[config.mk]
export PLATFORM = sky130hd
export DESIGN_NAME = abnormality_alarm_scheduler
export DESIGN_NICKNAME = d
export VERILOG_FILES = /design/src/rtl/healthcare_alarm_pkg.sv /design/src/rtl/persistence_filter.sv /design/src/rtl/abnormality_alarm_scheduler.sv
export SDC_FILE = /design/constraint.sdc
export NUM_CORES = 1
export LEC_CHECK = 0
export ABC_CLOCK_PERIOD_IN_PS = 1800
export BUFFER_PORTS_ARGS = -buffer_cell sky130_fd_sc_hd__buf_2
export CAP_MARGIN = 20
export CORE_MARGIN = 2
export CORE_UTILIZATION = 35
export CTS_CLUSTER_DIAMETER = 30
export DETAILED_ROUTE_END_ITERATION = 10
export PLACE_DENSITY_LB_ADDON = 0.15
export RECOVER_POWER = 100
export SETUP_SLACK_MARGIN = 0.4
export SYNTH_ARGS = -nofsm -noshare
export SYNTH_HDL_FRONTEND = slang
export SYNTH_SLANG_ARGS = --single-unit
[constraint.sdc]
create_clock -name clock -period 1.8 [get_ports clock]
set_input_delay 0.54 -clock clock [delete_from_list [all_inputs] [get_ports clock]]
set_output_delay 0.54 -clock clock [all_outputs]
set_load 0.03 [all_outputs]
[src/rtl/healthcare_alarm_pkg.sv]
// Shared constants for the healthcare alarm scheduler:
// source indices, alarm codes and scheduler state encoding.
package healthcare_alarm_pkg;

  localparam int NUM_SRC   = 5;

  localparam int SRC_FALL  = 0;
  localparam int SRC_NERV  = 1;
  localparam int SRC_BLOOD = 2;
  localparam int SRC_PRES  = 3;
  localparam int SRC_TEMP  = 4;

  localparam logic [2:0] ALARM_NONE  = 3'd0;
  localparam logic [2:0] ALARM_FALL  = 3'd1;
  localparam logic [2:0] ALARM_NERV  = 3'd2;
  localparam logic [2:0] ALARM_BLOOD = 3'd3;
  localparam logic [2:0] ALARM_PRES  = 3'd4;
  localparam logic [2:0] ALARM_TEMP  = 3'd5;

  typedef enum logic [1:0] {
    ST_IDLE,
    ST_PRESENT,
    ST_ESCALATE,
    ST_HOLDOFF
  } alarm_state_e;

  // Lowest set index wins; code is index+1.
  function automatic logic [2:0] pick_code(
    input logic [NUM_SRC-1:0] pend
  );
    logic [2:0] c;
    c = ALARM_NONE;
    for (int i = NUM_SRC - 1; i >= 0; i--) begin
      if (pend[i]) c = 3'(i + 1);
    end
    return c;
  endfunction

endpackage

[src/rtl/persistence_filter.sv]
// Debounce one abnormality source and hold a sticky
// pending request until the scheduler clears it.
module persistence_filter #(
  parameter int PERSIST_CYCLES = 4,
  parameter int CNT_W          = 5
) (
  input  logic clock,
  input  logic resetN,
  input  logic src_i,
  input  logic clr_i,
  output logic pend_o
);

  localparam logic [CNT_W-1:0] PMAX =
    CNT_W'(PERSIST_CYCLES);

  logic [CNT_W-1:0] cnt_q, cnt_d;
  logic             rearm_q, rearm_d;
  logic             pend_q, pend_d;
  logic             set_w;

  always_comb begin
    cnt_d   = cnt_q;
    rearm_d = rearm_q;
    set_w   = 1'b0;
    if (src_i) begin
      if (cnt_q != PMAX) cnt_d = cnt_q + 1'b1;
      if (cnt_d == PMAX && rearm_q) begin
        set_w   = 1'b1;
        rearm_d = 1'b0;
      end
    end else begin
      cnt_d   = '0;
      rearm_d = 1'b1;
    end
    // A fresh persistence on the serve edge is a new request.
    pend_d = set_w | (pend_q & ~clr_i);
  end

  always_ff @(posedge clock or negedge resetN) begin
    if (!resetN) begin
      cnt_q   <= '0;
      rearm_q <= 1'b1;
      pend_q  <= 1'b0;
    end else begin
      cnt_q   <= cnt_d;
      rearm_q <= rearm_d;
      pend_q  <= pend_d;
    end
  end

  assign pend_o = pend_q;

endmodule

[src/rtl/abnormality_alarm_scheduler.sv]
// Debounces five abnormality sources and presents them one at
// a time on a shared valid/ack alarm channel by fixed priority.
module abnormality_alarm_scheduler
  import healthcare_alarm_pkg::*;
#(
  parameter int PERSIST_CYCLES = 4,
  parameter int ACK_TIMEOUT    = 16,
  parameter int HOLDOFF_CYCLES = 2,
  parameter int CNT_W          = 5
) (
  input  logic       clock,
  input  logic       resetN,
  input  logic       fallDetected,
  input  logic [1:0] nervousAbnormality,
  input  logic       bloodAbnormality,
  input  logic       presureAbnormality,
  input  logic       temperatureAbnormality,
  input  logic       alarmAck,
  output logic       alarmValid,
  output logic [2:0] alarmCode,
  output logic       escalate,
  output logic [4:0] pendingMask
);

  localparam logic [CNT_W-1:0] TMO =
    CNT_W'(ACK_TIMEOUT);
  localparam logic [CNT_W-1:0] HLD =
    CNT_W'(HOLDOFF_CYCLES);

  logic [NUM_SRC-1:0] src;
  logic [NUM_SRC-1:0] pend;
  logic [NUM_SRC-1:0] clr;

  alarm_state_e     state_q, state_d;
  logic [2:0]       code_q, code_d;
  logic [CNT_W-1:0] tmo_q, tmo_d;
  logic [CNT_W-1:0] hold_q, hold_d;

  assign src[SRC_FALL]  = fallDetected;
  assign src[SRC_NERV]  = |nervousAbnormality;
  assign src[SRC_BLOOD] = bloodAbnormality;
  assign src[SRC_PRES]  = presureAbnormality;
  assign src[SRC_TEMP]  = temperatureAbnormality;

  for (genvar g = 0; g < NUM_SRC; g++) begin : g_pf
    persistence_filter #(
      .PERSIST_CYCLES (PERSIST_CYCLES),
      .CNT_W          (CNT_W)
    ) u_pf (
      .clock  (clock),
      .resetN (resetN),
      .src_i  (src[g]),
      .clr_i  (clr[g]),
      .pend_o (pend[g])
    );
  end

  always_ff @(posedge clock or negedge resetN) begin
    if (!resetN) begin
      state_q <= ST_IDLE;
      code_q  <= ALARM_NONE;
      tmo_q   <= '0;
      hold_q  <= '0;
    end else begin
      state_q <= state_d;
      code_q  <= code_d;
      tmo_q   <= tmo_d;
      hold_q  <= hold_d;
    end
  end

  always_comb begin
    state_d = state_q;
    code_d  = code_q;
    tmo_d   = tmo_q;
    hold_d  = hold_q;
    clr     = '0;
    unique case (state_q)
      ST_IDLE: begin
        tmo_d  = '0;
        hold_d = '0;
        if (|pend) begin
          state_d = ST_PRESENT;
          code_d  = pick_code(pend);
        end
      end
      ST_PRESENT, ST_ESCALATE: begin
        if (tmo_q != TMO) tmo_d = tmo_q + 1'b1;
        if (alarmAck) begin
          for (int i = 0; i < NUM_SRC; i++) begin
            clr[i] = (code_q == 3'(i + 1));
          end
          code_d  = ALARM_NONE;
          tmo_d   = '0;
          hold_d  = '0;
          state_d = (HOLDOFF_CYCLES == 0) ?
                    ST_IDLE : ST_HOLDOFF;
        end else if (state_q == ST_PRESENT &&
                     tmo_d == TMO) begin
          state_d = ST_ESCALATE;
        end
      end
      ST_HOLDOFF: begin
        if (hold_q != HLD) hold_d = hold_q + 1'b1;
        if (hold_d == HLD) begin
          state_d = ST_IDLE;
          hold_d  = '0;
        end
      end
      default: state_d = ST_IDLE;
    endcase
  end

  always_comb begin
    alarmValid  = (state_q == ST_PRESENT) ||
                  (state_q == ST_ESCALATE);
    escalate    = (state_q == ST_ESCALATE);
    alarmCode   = code_q;
    pendingMask = pend;
  end

endmodule

## Word-level counts from Yosys, hierarchy flattened

Index checks and enable logic that the tools add are counted.

| word-level totals | value |
|---|---|
| register bits | 50 |
| bits of input ports | 9 |
| output and inout bits | 10 |

| cells by class | value |
|---|---|
| add/subtract/negate cells | 7 |
| equal/unequal tests | 31 |
| multiplexer cells | 59 |
| bitwise gates (word level) | 15 |
| reductions and logical operators | 14 |

Operator list:

| operator | number |
|---|---|
| 2-to-1 mux 5 bit | 24 |
| adder 5 x 1 -> 5 bit (second input constant) | 7 |
| == test 5 x 3 -> 1 bit (second input constant) | 5 |
| inequality test 5 x 3 -> 1 bit (second input constant) | 5 |
| 2-to-1 mux 3 bit | 7 |
| 2-to-1 mux 1 bit | 20 |
| case mux 5 bit (3 select lines) | 1 |
| case mux 5 bit (2 select lines) | 1 |
| 2-to-1 mux 2 bit | 4 |
| inequality test 2 x 1 -> 1 bit (second input constant) | 4 |
| inequality test 2 bit (second input constant) | 4 |
| == test 3 x 2 -> 1 bit (second input constant) | 2 |
| == test 3 bit (second input constant) | 2 |
| logical AND 1 bit | 6 |
| case mux 2 bit (3 select lines) | 1 |
| case mux 3 bit (2 select lines) | 1 |
| AND reduction 3 bit | 2 |
| bitwise AND 1 bit | 5 |
| == test 5 x 2 -> 1 bit (second input constant) | 1 |
| == test 5 bit (second input constant) | 1 |
| inequality test 5 x 2 -> 1 bit (second input constant) | 1 |
| inequality test 5 bit (second input constant) | 1 |
| inverter 1 bit | 5 |
| bitwise OR 1 bit | 5 |
| other kinds (9) | 11 |

## Depth between registers and ports, before layout

Gate-level depths: netlist (run 1).

| logic depth | value |
|---|---|
| depth in word-level cells | 8 |
| depth in mapped cells | 8 |
| depth with buffers taken out | 8 |

## Modules after synthesis

From an unflattened synthesis (run 1), not the netlist that was laid out.

| second synthesis, totals | value |
|---|---|
| cell total of the unflattened synthesis | 319 |
| area total of the unflattened synthesis | 3104.2 µm² |

Modules (own cells, without submodules):

| module | instances | cells each | area each (µm²) | sequential area each (µm²) |
|---|---|---|---|---|
| persistence_filter | 5 | 38 | 394.1 | 176.4 |
| abnormality_alarm_scheduler | 1 | 129 | 1133.6 | 375.4 |

## Least setup slack after synthesis (run 1)

OpenSTA, ideal clock, no wires.

| timing | value |
|---|---|
| kind | reg2reg |
| start | register state_q[0] |
| end | register state_q[1] |
| data arrival time | 1.758 ns |
| required time | 1.679 ns |
| slack | -0.079 ns |
| cell stages (with the launch flop) | 9 |
| path buffers | 2 |
| clock period less this slack | 1.879 ns |
| cells stage by stage | dfrtp_1 -> inv_1 -> ha_1 -> buf_4 -> nor2b_1 -> buf_6 -> o41ai_1 -> o211a_1 -> o22a_1 |

| between the ends | value |
|---|---|
| word-level cells in the longest chain between the ends | 4 |

Ends and longest elaborated chain:

| element | RTL line | RTL |
|---|---|---|
| start: declaration | abnormality_alarm_scheduler.sv:34 | `alarm_state_e state_q, state_d;` |
| start signal: assignment | abnormality_alarm_scheduler.sv:65 | `state_q <= state_d;` |
| == test 2 bit or == test 2 x 1 -> 1 bit (tied branches) | abnormality_alarm_scheduler.sv:78, abnormality_alarm_scheduler.sv:98 |  |
| OR reduction 2 bit or logical AND 1 bit (tied branches) | abnormality_alarm_scheduler.sv:78, abnormality_alarm_scheduler.sv:98 |  |
| inequality test 3 bit (no line) | - |  |
| AND reduction 3 bit (no line) | - |  |

Several ways; a longest one is shown, not always the timed one.
A chain may end at the register's enable or synchronous reset.

## Worst setup path after layout (run 1)

| timing | value |
|---|---|
| start | register tmo_q[0] |
| end | register state_q[0] |

| between the ends | value |
|---|---|
| word-level cells in the longest chain between the ends | 7 |

Ends and longest elaborated chain:

| element | RTL line | RTL |
|---|---|---|
| start: declaration | abnormality_alarm_scheduler.sv:36 | `logic [CNT_W-1:0] tmo_q, tmo_d;` |
| start signal: assignment | abnormality_alarm_scheduler.sv:67 | `tmo_q <= tmo_d;` |
| adder 5 x 1 -> 5 bit or inequality test 5 bit (tied branches) | abnormality_alarm_scheduler.sv:88 | `if (tmo_q != TMO) tmo_d = tmo_q + 1'b1;` |
| 2-to-1 mux 5 bit (*) | abnormality_alarm_scheduler.sv:88 |  |
| 2-to-1 mux 5 bit (*) | abnormality_alarm_scheduler.sv:78 | `unique case (state_q)` |
| == test 5 bit (*) | abnormality_alarm_scheduler.sv:99 | `tmo_d == TMO) begin` |
| logical AND 1 bit (*) | abnormality_alarm_scheduler.sv:98 | `end else if (state_q == ST_PRESENT &&` |
| inequality test 3 bit (no line) (*) | - |  |
| AND reduction 3 bit (no line) (*) | - |  |

Every way passes the cells marked *; elsewhere a longest branch is shown, timed or not. The select of a mux whose other input is x is not followed.

==> impl_metrics.env, run 1 <==
export IMPL_post_drt_wl_per_cell_um=14.3
export IMPL_worstSetupPathType="flip-flop to flip-flop"
export IMPL_drtIter0Drc=89
export IMPL_ir_worst_vdd_mv=0.803
export IMPL_root_buffer="clkbuf_8"
export IMPL_place_ws_ns=-0.0596
export IMPL_min_path_type="input port to flip-flop"
export IMPL_grt_pass1_vias=2483
export IMPL_ys_flop_type="dfrtp_1"
export IMPL_grt_pass1_wl_mm=11.7
export IMPL_clockBufferDepth=2
export IMPL_async_flop_share_pct=100
export IMPL_diodes=0
export IMPL_gr_usage_all_layers_pct=16.3
export IMPL_finalWirelength_mm=7.55
export IMPL_hpwl_mm=4.34
export IMPL_clkTransAtPathRegs_ns=0.10
export IMPL_layout_common_cells="55 x buf_4, 43 x dfrtp_1, 21 x nand3_1"
export IMPL_syn_area_um2=2970
export IMPL_dieArea_um2=9240
export IMPL_min_period_ns=1.85
export IMPL_fmax_mhz=541
export IMPL_final_nets=449
export IMPL_synth_top_family_by_area="simple AND/OR/NAND/NOR gates"
export IMPL_synth_adder_area_share_pct=8.01
export IMPL_pin_count=19
export IMPL_start_util_pct=36.1
export IMPL_chipWidth_um=96.1
export IMPL_synth_edf_count=0
export IMPL_hold_viol_final=0
export IMPL_finalWeightedCongestion=0.796
export IMPL_cts_sinks=50
export IMPL_synth_area_per_cell_um2=9.08
export IMPL_grt_setup_unrepaired="yes"
export IMPL_clk_insertion_delay_late_ns=0.31
export IMPL_final_layout_size_suffix_gt1_share_pct=42.4
export IMPL_power_mw=5.86
export IMPL_fin_worst_skew_ns=0.0150
export IMPL_grt_max_degree=51
export IMPL_synth_fp_nets=355
export IMPL_holdWs_ns=0.449
export IMPL_core_rowCount=33
export IMPL_mostFrequentLayoutCell="buf_4"
export IMPL_cp_max_fo=3
export IMPL_cellLeakagePower_nw=1.88
export IMPL_yosys_area_share_simple_pct=24.3
export IMPL_status="complete, but fails checks"
export IMPL_drt_pass1_iter_count=5
export IMPL_arrival_ns=2.05
export IMPL_drc=0
export IMPL_synth_compound_area_share_pct=15.3
export IMPL_fin_setup_tns_ns=-0.101
export IMPL_vias_per_cell=5.13
export IMPL_final_cells=527
export IMPL_crit_path_end_kind="flip-flop"
export IMPL_cts_max_level=2
export IMPL_drv_cap=0
export IMPL_tritoncts="done"
export IMPL_ys_types=53
export IMPL_io_buffers=18
export IMPL_seqCellArea_um2=1260
export IMPL_synth_mux_area_share_pct=0.337
export IMPL_drtAntennaViolNets=0
export IMPL_place_inst=452
export IMPL_die_h_um=96.1
export IMPL_yosys_warnings=0
export IMPL_synth_xor_area_share_pct=3.54
export IMPL_maxSlewHeadroom_pct=16.1
export IMPL_syn2layout_area_growth_pct=42.8
export IMPL_final_setup_viol_count=3
export IMPL_violations="setup timing"
export IMPL_vias=2704
export IMPL_antenna_found_initial=0
export IMPL_fin_crit_sh_pct=103
export IMPL_ys_seq_area_share_pct=42.4
export IMPL_fin_ws_ns=-0.0477
export IMPL_power_density_nw_per_um2=1380
export IMPL_grt_overflow=0
export IMPL_start_kind="flip-flop"
export IMPL_multi_input_area_um2=1920
export IMPL_synth_cells=327
export IMPL_core_area_um2=8220
export IMPL_worstMarginPinSlew_ns=1.26
export IMPL_slew_violations=0
export IMPL_cts_buffers=5
export IMPL_nFillCells=750
export IMPL_synth_seq_cells=50
export IMPL_crit_required_ns=2.00
-- final cells by class --
type / count / area share (%)
Inverter: 27 / 2.39
Multi-Input combinational cell: 237 / 45.4
Sequential cell: 50 / 29.7
Clock inverter: 1 / 0.118
Timing Repair Buffer: 100 / 17.3
Clock buffer: 7 / 2.04
Tap cell: 105 / 3.10
-- worst max-delay path, stage by stage, from the launching register on --
cell	delay [ns]
dfrtp_1	0.43
inv_2	0.10
ha_4	0.13
and3b_2	0.19
and2b_1	0.17
nor2_2	0.06
o41ai_2	0.36
o211a_1	0.22
o32ai_1	0.08
-- through the flow --
step / area (um^2) / utilization (%)
after floorplan: 3090 / -
after global placement: 3350 / 40.8
after detailed placement: 3350 / 40.8
after CTS: 4010 / 48.8
after global routing: 4240 / 51.6
final: 4240 / 51.6
-- path summary, 6_finish.rpt --
| kind | depth (start not counted) | slack [ns] | to | startpoint |
|---|---|---|---|---|
| max reg2reg | 8 | -0.05 | state_q[0]$_DFFE_PN0P_ | tmo_q[0]$_DFFE_PN0P_ |
| min in group asynchronous | 2 | 0.58 | g_pf[1].u_pf.cnt_q[0]$_DFF_PN0_ | resetN |
| max in group asynchronous | 2 | 0.37 | g_pf[0].u_pf.pend_o$_DFF_PN0_ | resetN |
| min reg2reg | 2 | 0.46 | g_pf[0].u_pf.rearm_q$_DFFE_PN1P_ | g_pf[0].u_pf.rearm_q$_DFFE_PN1P_ |
| max | 8 | -0.05 | state_q[0]$_DFFE_PN0P_ | tmo_q[0]$_DFFE_PN0P_ |
| min | 2 | 0.45 | g_pf[3].u_pf.rearm_q$_DFFE_PN1P_ | presureAbnormality |
-- synthesized netlist by cell type, types with 2 or more instances --
| cell | count | area share (%) |
|---|---|---|
| o22ai_1 | 2 | 0.42 |
| inv_2 | 3 | 0.38 |
| o21ai_0 | 12 | 2.0 |
| nand4_1 | 2 | 0.42 |
| and2_1 | 12 | 2.5 |
| dfrtp_1 | 45 | 38 |
| nand2_1 | 25 | 3.2 |
| a211oi_1 | 2 | 0.51 |
| o21ai_1 | 17 | 2.9 |
| and3b_1 | 2 | 0.59 |
| inv_1 | 24 | 3.0 |
| nor3b_1 | 3 | 0.76 |
| ha_1 | 19 | 8.0 |
| dfstp_2 | 5 | 4.4 |
| nor2_1 | 16 | 2.0 |
| clkbuf_1 | 4 | 0.51 |
| nand3_1 | 26 | 4.4 |
| buf_4 | 6 | 1.5 |
| a32oi_1 | 3 | 0.89 |
| nor4_1 | 2 | 0.42 |
| and3_1 | 3 | 0.63 |
| buf_2 | 2 | 0.34 |
| nor3_1 | 13 | 2.2 |
| a31oi_1 | 4 | 0.84 |
| nand3b_1 | 2 | 0.51 |
| a22o_1 | 2 | 0.59 |
| xor2_1 | 2 | 0.59 |
| or3_1 | 2 | 0.42 |
| a32o_1 | 2 | 0.67 |
| a21o_1 | 2 | 0.51 |
| nor2b_1 | 9 | 1.9 |
| nand4b_1 | 2 | 0.59 |
| xnor2_1 | 10 | 2.9 |
| a21oi_1 | 15 | 2.5 |
| nand2b_1 | 6 | 1.3 |
| o41ai_1 | 4 | 1.2 |
-- routing by layer --
metal  vias up  wire (um)  GRT usage (%)
met5         -          0              0
met4         0        111           4.76
met3        11        230           3.05
met2        40       3890           27.7
met1      1322       3320           21.0
li1       1331          -              -
-- cells by family after synthesis --
group / after synthesis
buf+inv: 40
fa+ha+maj: 19
mux: 1
simple gates: 132
compound gates: 73
flops: 50
xor+xnor: 12
-- power by group --
| part | total (mW) | switching (mW) | internal, mW |
|---|---|---|---|
| sequential | 1.61 | 0.230 | 1.38 |
| combinational | 3.57 | 1.82 | 1.76 |
| clock | 0.685 | 0.374 | 0.311 |
-- registers in the layout, indices dropped and copies added (netlist names) --
signal             count
alarmCode              3
g_pf.u_pf.cnt_q       25
g_pf.u_pf.pend_o       5
g_pf.u_pf.rearm_q      5
hold_q                 5
state_q                2
tmo_q                  5
-- what timing repair did --
action	4_1_cts	5_1_grt
setup endpoints to repair	34	41
pin swaps	22	29
hold buffers	0	0
setup buffers	44	23
resized for setup	61	63
gates cloned	0	0
No activity file was read; power rests on OpenSTA's default activity.
==> run 2: changes to the inputs <==
--- a/config.mk
+++ b/config.mk
@@ -5,6 +5,7 @@
 export SDC_FILE = /design/constraint.sdc
 export NUM_CORES = 1
 export LEC_CHECK = 0
+export ABC_AREA = 1
 export ABC_CLOCK_PERIOD_IN_PS = 1800
 export BUFFER_PORTS_ARGS = -buffer_cell sky130_fd_sc_hd__buf_2
 export CAP_MARGIN = 20
==> run 2 against run 1 <==
The run now ends clean. Synthesized cell count grew 4.6%. Clock skew is 0.0040 ns lower. Via count shrank 11%.
==> impl_metrics.env, run 2 <==
export IMPL_status="finished, final reports clean"
export IMPL_mostFrequentLayoutCell="inv_1"
export IMPL_drt_pass1_iter_count=4
export IMPL_holdBufCountCts=0
export IMPL_clockBufferDepth=2
export IMPL_syn2layout_area_growth_pct=30.3
export IMPL_ir_worst_vdd_mv=0.782
export IMPL_post_drt_wl_per_cell_um=12.2
export IMPL_drv_cap=0
export IMPL_io_buffers=18
export IMPL_synth_compound_area_share_pct=6.78
export IMPL_crit_required_ns=1.26
export IMPL_synth_edf_count=0
export IMPL_nFillCells=776
export IMPL_grt_max_degree=51
export IMPL_clkTransAtPathRegs_ns=0.10
export IMPL_worstMarginPinSlew_ns=1.26
export IMPL_largest_reg_flops=25
export IMPL_fmax_mhz=578
export IMPL_vias_per_cell=4.69
export IMPL_cts_buffers=5
export IMPL_synth_fp_nets=370
export IMPL_vias=2399
export IMPL_final_layout_size_suffix_gt1_share_pct=32.7
export IMPL_start_kind="flip-flop"
export IMPL_synth_area_per_cell_um2=8.21
export IMPL_grt_overflow=0
export IMPL_fin_worst_skew_ns=0.0111
export IMPL_yosys_warnings=0
export IMPL_dieArea_um2=8750
export IMPL_crit_path_end_kind="primary output"
export IMPL_synth_seq_cells=50
export IMPL_cts_max_level=2
export IMPL_layout_common_cells="48 x inv_1, 47 x nand2_1, 43 x dfrtp_1"
export IMPL_diodes=0
export IMPL_die_h_um=93.5
export IMPL_yosysMostFrequentCell="inv_1"
export IMPL_ys_types=25
export IMPL_antenna_found_initial=0
export IMPL_power_mw=5.55
export IMPL_async_flop_share_pct=100
export IMPL_drtAntennaViolNets=0
export IMPL_synth_cells=342
export IMPL_cp_max_fo=2
export IMPL_start_util_pct=36.1
export IMPL_final_setup_viol_count=0
export IMPL_synth_mux_area_share_pct=0
export IMPL_syn_area_um2=2810
export IMPL_clk_insertion_delay_late_ns=0.31
export IMPL_min_path_type="input port to flip-flop"
export IMPL_yosys_area_top_type="dfrtp_1"
export IMPL_synth_top_cells_by_count="64 x inv_1, 55 x nand2_1, 45 x dfrtp_1"
export IMPL_yosys_area_share_simple_pct=23.2
export IMPL_netlist_area_leader_share_pct=40.1
export IMPL_grt_setup_unrepaired="yes"
export IMPL_place_inst=458
export IMPL_grt_pass1_wl_mm=10.5
export IMPL_synth_top_family_by_area="simple AND/OR/NAND/NOR gates"
export IMPL_hpwl_mm=3.94
export IMPL_cts_sinks=50
export IMPL_finalWirelength_mm=6.26
export IMPL_worstSetupPathType="flip-flop to primary output"
export IMPL_core_area_um2=7770
export IMPL_maxSlewHeadroom_pct=16.1
export IMPL_synth_area_leaders="dfrtp_1 40%, inv_1 8.6%, ha_1 8.5%"
export IMPL_slew_violations=0
export IMPL_final_cells=512
export IMPL_synth_adder_area_share_pct=8.47
export IMPL_largest_register="g_pf.u_pf.cnt_q"
export IMPL_drtIter0Drc=90
export IMPL_gr_usage_all_layers_pct=15.0
export IMPL_chipWidth_um=93.5
export IMPL_drc=0
export IMPL_hold_viol_final=0
export IMPL_fin_crit_sh_pct=96.2
export IMPL_root_buffer="clkbuf_8"
export IMPL_ys_seq_area_share_pct=44.8
export IMPL_ys_flop_type="dfrtp_1"
export IMPL_arrival_ns=1.19
export IMPL_final_nets=437
export IMPL_power_density_nw_per_um2=1520
export IMPL_min_period_ns=1.73
export IMPL_fin_setup_tns_ns=0
export IMPL_pin_count=19
export IMPL_grt_pass1_vias=2431
export IMPL_synth_xor_area_share_pct=6.20
export IMPL_core_rowCount=32
export IMPL_tritoncts="done"
export IMPL_cellLeakagePower_nw=1.81
export IMPL_finalWeightedCongestion=0.808
run 2: critical path, stage by stage, from the launching register on:
cell and delay (ns):
dfrtp_1 0.40, inv_2 0.07, ha_4 0.26, buf_4 0.15
run 2: logic make-up after synthesis:
family          after synthesis
fa+ha+maj                    19
simple gates                147
buf+inv                      72
flops                        50
xor+xnor                     19
compound gates               35
run 2: through the flow:
step           cell area [um^2]  hold slack, ns  setup slack (ns)  util (%)
5_1_grt                    3660           0.397            0.0164      47.1
2_1_floorplan              2840           0.244             0.328         -
6_report                   3660           0.408            0.0687      47.1
3_3_place_gp               3040           0.454             0.211      39.1
4_1_cts                    3600           0.220            0.0815      46.4
3_5_place_dp               3040           0.460             0.203      39.1
run 2: metal layers:
layer	vias up	track usage [%]	wire (um)
met2	32	25.5	3130
met1	1157	18.6	2760
met5	-	0	0
met4	0	4.35	80
li1	1203	-	-
met3	7	4.43	277
run 2: repair_timing:
item	4_1_cts	5_1_grt
setup buffers	38	8
endpoints found under the setup margin	33	38
resized for setup	60	59
pin swaps	24	35
run 2: path summary, 6_finish.rpt:
check                                                 startpoint                               end  slack (ns)  depth (start not counted)
worst min register to register  g_pf[4].u_pf.rearm_q$_DFFE_PN1P_  g_pf[4].u_pf.rearm_q$_DFFE_PN1P_        0.46                          2
max in group asynchronous                                 resetN             hold_q[1]$_DFFE_PN0P_        0.39                          2
worst max register to register            state_q[1]$_DFFE_PN0P_          alarmCode[1]$_DFFE_PN0P_        0.15                          6
min in group asynchronous                                 resetN   g_pf[4].u_pf.cnt_q[1]$_DFF_PN0_        0.57                          2
worst min-delay path                            bloodAbnormality  g_pf[2].u_pf.rearm_q$_DFFE_PN1P_        0.41                          2
worst max-delay path                      state_q[1]$_DFFE_PN0P_                        alarmValid        0.07                          3
run 2: cell type report:
type	instances	area, um^2	area share, %
multi-input cells	220	1480	40.5
flip-flops and latches	50	1260	34.5
repair buffers	66	443	12.1
inverters	66	253	6.91
well taps	102	128	3.49
clock buffers	7	86.3	2.36
clock inverters	1	5.00	0.137
run 2: power breakdown:
part | total [mW] | internal [mW] | switching, mW
Combinational | 3.13 | 1.35 | 1.79
Sequential | 1.73 | 1.45 | 0.278
Clock | 0.681 | 0.311 | 0.370
Total | 5.55 | 3.11 | 2.43
